==> config.mk <==
export PLATFORM = sky130hd
export DESIGN_NAME = byte_serial_alu_ctrl
export DESIGN_NICKNAME = d
export VERILOG_FILES = /design/src/rtl/alu_pkg.sv /design/src/rtl/alu8_slice.sv /design/src/rtl/byte_serial_alu_ctrl.sv
export SDC_FILE = /design/constraint.sdc
export NUM_CORES = 1
export LEC_CHECK = 0
export ABC_AREA = 1
export CAP_MARGIN = 20
export CORE_ASPECT_RATIO = 1.25
export CORE_UTILIZATION = 35
export DETAILED_ROUTE_END_ITERATION = 6
export GPL_ROUTABILITY_DRIVEN = 0
export SKIP_LAST_GASP = 1
export SYNTH_ARGS = -nofsm -noshare
export SYNTH_HDL_FRONTEND = slang
export SYNTH_SLANG_ARGS = --single-unit
==> constraint.sdc <==
create_clock -name clk -period 9 [get_ports clk]
set_input_delay 2.25 -clock clk [delete_from_list [all_inputs] [get_ports clk]]
set_output_delay 2.25 -clock clk [all_outputs]
set_load 0.005 [all_outputs]
==> src/rtl/alu_pkg.sv <==
// Shared definitions for the byte-serial ALU controller and its 8-bit slice.
//   NBYTES_DEFAULT : default operand width in bytes
//   OP_ADD..OP_XOR : request opcodes (5-7 are illegal)
//   aluState_e     : controller state encoding
//   isArith/isLogic: opcode class helpers
package alu_pkg;

  localparam int NBYTES_DEFAULT = 4;

  localparam logic [2:0] OP_ADD = 3'd0;
  localparam logic [2:0] OP_SUB = 3'd1;
  localparam logic [2:0] OP_AND = 3'd2;
  localparam logic [2:0] OP_OR  = 3'd3;
  localparam logic [2:0] OP_XOR = 3'd4;

  typedef enum logic [1:0] {
    IDLE = 2'd0,
    RUN  = 2'd1,
    DONE = 2'd2
  } aluState_e;

  function automatic logic isArith(input logic [2:0] op);
    return (op == OP_ADD) || (op == OP_SUB);
  endfunction

  function automatic logic isLogic(input logic [2:0] op);
    return (op == OP_AND) || (op == OP_OR) || (op == OP_XOR);
  endfunction

endpackage

==> src/rtl/alu8_slice.sv <==
// Purely combinational 8-bit add/sub/logic slice.
//   op     in  3  opcode (ADD/SUB use the adder, AND/OR/XOR the logic unit)
//   a, b   in  8  byte operands
//   inC    in  1  carry in; when set, b is inverted before the add
//   result out 8  byte result (0 for illegal opcodes)
//   outC   out 1  adder carry out (0 for non-arithmetic opcodes)
module alu8_slice
  import alu_pkg::*;
(
  input  logic [2:0] op,
  input  logic [7:0] a,
  input  logic [7:0] b,
  input  logic       inC,
  output logic [7:0] result,
  output logic       outC
);

  logic [7:0] bInt;
  logic [8:0] sum;

  // NOTE: every output of a combinational block gets a default before the
  // case, so no path leaves it unassigned and no latch is inferred.
  always_comb begin
    bInt   = b ^ {8{inC}};
    sum    = {1'b0, a} + {1'b0, bInt} + {8'd0, inC};
    result = 8'd0;
    outC   = 1'b0;
    case (op)
      OP_ADD, OP_SUB: begin
        result = sum[7:0];
        outC   = sum[8];
      end
      OP_AND:  result = a & b;
      OP_OR:   result = a | b;
      OP_XOR:  result = a ^ b;
      default: ;
    endcase
  end

endmodule

==> src/rtl/byte_serial_alu_ctrl.sv <==
// Byte-serial wide ALU sequencer: runs an NBYTES-wide ADD/SUB/AND/OR/XOR
// through one 8-bit slice, least-significant byte first, one byte per cycle.
//   clk, rst                 clock, asynchronous active-high reset
//   req_valid/req_ready      request handshake (ready only in IDLE)
//   req_op, req_a, req_b     opcode and operands
//   rsp_valid/rsp_ready      response handshake (valid only in DONE)
//   rsp_result               result word (also the result shift register)
//   rsp_carry, rsp_ovf       carry/no-borrow and signed overflow
//   rsp_zero, rsp_err        zero result, illegal opcode
module byte_serial_alu_ctrl
  import alu_pkg::*;
#(
  parameter int NBYTES = NBYTES_DEFAULT
) (
  input  logic                  clk,
  input  logic                  rst,
  input  logic                  req_valid,
  output logic                  req_ready,
  input  logic [2:0]            req_op,
  input  logic [8*NBYTES-1:0]   req_a,
  input  logic [8*NBYTES-1:0]   req_b,
  output logic                  rsp_valid,
  input  logic                  rsp_ready,
  output logic [8*NBYTES-1:0]   rsp_result,
  output logic                  rsp_carry,
  output logic                  rsp_ovf,
  output logic                  rsp_zero,
  output logic                  rsp_err
);

  localparam int W     = 8 * NBYTES;
  localparam int IDX_W = $clog2(NBYTES);
  localparam logic [IDX_W-1:0] IDX_LAST = IDX_W'(NBYTES - 1);

  aluState_e        state, stateNext;
  logic [2:0]       opReg;
  logic [W-1:0]     aReg, bReg;
  logic [IDX_W-1:0] idx;
  logic             carryReg;

  logic             accept, opArith, opLogic, opSub, lastByte;
  logic [7:0]       aByte, bByte, beff;
  logic             cin;
  logic [7:0]       sliceA, sliceB, sliceRes;
  logic             sliceInC, sliceOutC;
  logic [W-1:0]     nextRes;

  alu8_slice uSlice (
    .op     (opReg),
    .a      (sliceA),
    .b      (sliceB),
    .inC    (sliceInC),
    .result (sliceRes),
    .outC   (sliceOutC)
  );

  // Next-state logic.
  always_comb begin
    stateNext = state;
    accept    = 1'b0;
    case (state)
      IDLE: if (req_valid) begin
        accept    = 1'b1;
        stateNext = RUN;
      end
      RUN:  if (idx == IDX_LAST) stateNext = DONE;
      DONE: if (rsp_ready) stateNext = IDLE;
      default: stateNext = IDLE;
    endcase
  end

  // Slice operand steering for the current byte.
  always_comb begin
    opArith  = isArith(opReg);
    opLogic  = isLogic(opReg);
    opSub    = (opReg == OP_SUB);
    lastByte = (idx == IDX_LAST);
    aByte    = aReg[7:0];
    bByte    = bReg[7:0];
    beff     = opSub ? ~bByte : bByte;
    cin      = (idx == '0) ? opSub : carryReg;
    sliceA   = 8'd0;
    sliceB   = 8'd0;
    sliceInC = 1'b0;
    if (opArith) begin
      sliceA   = aByte;
      // The slice re-inverts B whenever inC is set, so pre-invert here to
      // make the slice see exactly beff + cin.
      sliceB   = beff ^ {8{cin}};
      sliceInC = cin;
    end else if (opLogic) begin
      sliceA = aByte;
      sliceB = bByte;
    end
    // Result fills from the top so byte 0 lands at the bottom after NBYTES shifts.
    nextRes = {sliceRes, rsp_result[W-1:8]};
  end

  // NOTE: sequential state uses non-blocking assignments so every register
  // samples the pre-edge values, independent of statement order.
  always_ff @(posedge clk or posedge rst) begin
    if (rst) begin
      state      <= IDLE;
      req_ready  <= 1'b1;
      rsp_valid  <= 1'b0;
      rsp_result <= '0;
      rsp_carry  <= 1'b0;
      rsp_ovf    <= 1'b0;
      rsp_zero   <= 1'b0;
      rsp_err    <= 1'b0;
      idx        <= '0;
      opReg      <= OP_ADD;
      aReg       <= '0;
      bReg       <= '0;
      carryReg   <= 1'b0;
    end else begin
      state     <= stateNext;
      req_ready <= (stateNext == IDLE);
      rsp_valid <= (stateNext == DONE);
      case (state)
        IDLE: if (accept) begin
          opReg      <= req_op;
          aReg       <= req_a;
          bReg       <= req_b;
          idx        <= '0;
          rsp_result <= '0;
          carryReg   <= 1'b0;
          rsp_carry  <= 1'b0;
          rsp_ovf    <= 1'b0;
          rsp_zero   <= 1'b0;
          rsp_err    <= 1'b0;
        end
        RUN: begin
          aReg       <= aReg >> 8;
          bReg       <= bReg >> 8;
          rsp_result <= nextRes;
          if (opArith) carryReg <= sliceOutC;
          if (lastByte) begin
            rsp_carry <= opArith & sliceOutC;
            rsp_ovf   <= opArith && (aByte[7] == beff[7]) && (sliceRes[7] != aByte[7]);
            rsp_zero  <= (opArith || opLogic) && (nextRes == '0);
            rsp_err   <= !(opArith || opLogic);
          end else begin
            idx <= idx + IDX_W'(1);
          end
        end
        default: ;
      endcase
    end
  end

endmodule

==> flow_metrics.tcl <==
set metrics [dict create \
    outcome "completed" \
    synth_nets 812 \
    grt_pass1_vias 4781 \
    crit_chain "clkdlybuf4s50_1, nand2_1, a21oi_1, inv_1, nor2_1, nand3_1, nor2_1, nand3_1, nor2_1, nand2_1, nor2_1, nand4_1, nand2_1" \
    die_x_um 117 \
    fillers 1656 \
    synth_edf_count 0 \
    cts_root_buf "clkbuf_16" \
    reg2reg_to "rsp_zero$_DFFE_PP0P_" \
    nets 897 \
    cp_data_arrival_time_ps 4660 \
    max_stage_delay_ps 560 \
    path_clk_slew_ps 70 \
    drv_slew 0 \
    cp_common_cell "nor2_1" \
    hold_class "reg -> reg" \
    setup_viol 0 \
    yosysSeqAreaShare 0.477 \
    setup_ws_ps 4630 \
    min_period_over_period 0.486 \
    yosysTopAreaCell "dfrtp_1" \
    holdPathStages 2 \
    path_delay_family "simple AND/OR/NAND/NOR gates" \
    path_max_fanout 27 \
    place_hpwl_mm 10.4 \
    start_util 0.358 \
    rsz0062_at_grt "no" \
    area_growth_pct 28.0 \
    min_from "rsp_zero$_DFFE_PP0P_" \
    synth_top_area_frac 0.473 \
    power_w 0.00291 \
    post_cts_buffers 0 \
    wl_per_cell_um 14.1 \
    cts_buffers 9 \
    regToRegSetupSlack_ps 5490 \
    cts_tree "yes" \
    drc_errors 0 \
    tightest_slew_ps 957 \
    drive_gt1_frac 0.0497 \
    die_height_um 146 \
    reg2reg_from "opReg[2]$_DFFE_PP0P_" \
    coreArea_um2 16100 \
    clock-sinks 110 \
    antenna_found_initial 0 \
    routed_wl_mm 14.4 \
    ir_worst_vdd_mv 0.139 \
    synth.distinct_cells 39 \
    grt_pass1_wl_mm 23.8 \
    antenna_cells 0 \
    crit_type "in -> reg" \
    fin_tns_setup_ps 0 \
    min_period_ps 4370 \
    grt_overflow_total 0 \
    cap_violations 0 \
    io_buffer_count 108 \
    first_pass_iters 5 \
    clk_latency_ps 350 \
    cts_resized 0 \
    grt_max_degree 122 \
    max_slew_margin 0.360 \
    netlist_top_cells_count "nand2_1 (158), dfrtp_1 (109), nor2_1 (83)" \
    die-area_um2 17000 \
    dp_cells 1004 \
    synth_ff_type "dfrtp_1" \
    synth_cells 715 \
    max_freq_ghz 0.229 \
    fin_worst_skew_ps 6.05 \
    drtIter0Drc 254 \
    synth_seq_cells 110 \
    syn_avg_cell_area_um2 8.07 \
    vias 5013 \
    ant_nets 0 \
    synth_area_um2 5770 \
    synth.most_common_cell "nand2_1" \
    leakagePower_nw 3.45 \
    grt_usage 0.179 \
    ys.warnings.count 0 \
    row_count 52 \
    pin_count 109 \
    min_to "rsp_zero$_DFFE_PP0P_" \
    critPathBufInv 2 \
    endpoint_kind "flop" \
    ctsHoldBuffers 0 \
    synth.top_cells.by_area "dfrtp_1 (47%), nand2_1 (10%), ha_1 (5.4%)" \
    clk_path_buf_depth 2 \
    ys_async_sr_fraction 1.00 \
    required_ps 9280 \
    stdcell_count 1021 \
    cp-start-kind "input pin" \
    vias_per_cell 4.91 \
    hold_viol 0 \
    powerDensity_nw_per_um2 394 \
    r2r_cells 18 \
    h-tree-depth 3 \
    pre_cts_ws_ps 4140 \
    critPathSlowestCell "nand2_1" \
]
==> per-stage QoR <==
step | util | hold slack, ps | instance area (um2)
2_1_floorplan | - | 450 | 5770
3_3_place_gp | 0.435 | 479 | 7010
3_5_place_dp | 0.435 | 472 | 7010
4_1_cts | 0.456 | 490 | 7360
5_1_grt | 0.458 | 505 | 7390
6_report | 0.458 | 487 | 7390
==> kinds of logic (layout without fill, tap and decap cells) <==
group           Yosys count  count (layout)  share of synthesized area
compound gates          150             150                      0.154
xor+xnor                  9               9                     0.0137
fa+ha+maj                26              26                     0.0577
buf+inv                 117             207                     0.0776
flops                   110             110                      0.477
simple gates            303             303                      0.220
==> state kept, by name (all words and copies together), names as in the netlist <==
name / count
idx: 2
rsp_ovf: 1
rsp_valid: 1
rsp_err: 1
rsp_carry: 1
rsp_zero: 1
bReg: 32
rsp_result: 32
aReg: 32
req_ready: 1
opReg: 3
state: 2
carryReg: 1
==> layout make-up <==
type | instances | area, um2 | area share
clock inverters | 7 | 120 | 0.0163
inverters | 78 | 295 | 0.0400
flip-flops and latches | 110 | 2750 | 0.373
clock buffers | 9 | 225 | 0.0305
repair buffers | 113 | 1140 | 0.154
well taps | 216 | 270 | 0.0366
multi-input cells | 488 | 2580 | 0.350
==> cell usage in the layout, fill, tap and decap left out, drive strengths merged, types with 2 or more instances in the layout <==
cell / n
o211ai: 2
clkbuf: 9
dfrtp: 109
nor3: 5
nor2: 84
clkdlybuf4s50: 108
xor2: 8
clkinv: 2
o21a: 2
nand3: 42
o21ai: 45
buf: 5
ha: 25
nand4: 6
o22ai: 33
o31ai: 2
nand2: 163
a221oi: 5
inv: 80
bufinv: 3
a31oi: 35
a21oi: 21
==> power by group <==
part	leakage (nW)	switching, W	internal (W)
clock network	0.172	0.000183	0.000274
logic	1.87	0.000975	0.000625
registers	1.40	0.000134	0.000717
total	3.45	0.00129	0.00162
==> worst min-delay path, cell delays in order (launching register included) <==
cell and delay, ps:
dfrtp_1 350, nand2_1 50, nand2_1 50
==> worst max path at each step <==
stage / from / end / slack (ps) / cells past startpoint
after CTS: req_valid / aReg[1]$_DFFE_PP0P_ / 4520 / 6
after floorplan: rst / aReg[0]$_DFFE_PP0P_ / 3850 / 1
after global placement: req_valid / carryReg$_DFFE_PP0P_ / 4140 / 7
after detailed placement: req_valid / carryReg$_DFFE_PP0P_ / 4140 / 7
final: req_valid / rsp_zero$_DFFE_PP0P_ / 4630 / 13
after global routing: req_valid / rsp_zero$_DFFE_PP0P_ / 4290 / 13
==> metal layers <==
layer | vias up | GRT usage | part of all wire
met5 | - | 0 | 0
met4 | 0 | 0.0639 | 0.022
met3 | 21 | 0.0208 | 0.025
met2 | 90 | 0.288 | 0.50
met1 | 2366 | 0.248 | 0.46
li1 | 2536 | - | -
(Power assumes the default switching activity.)
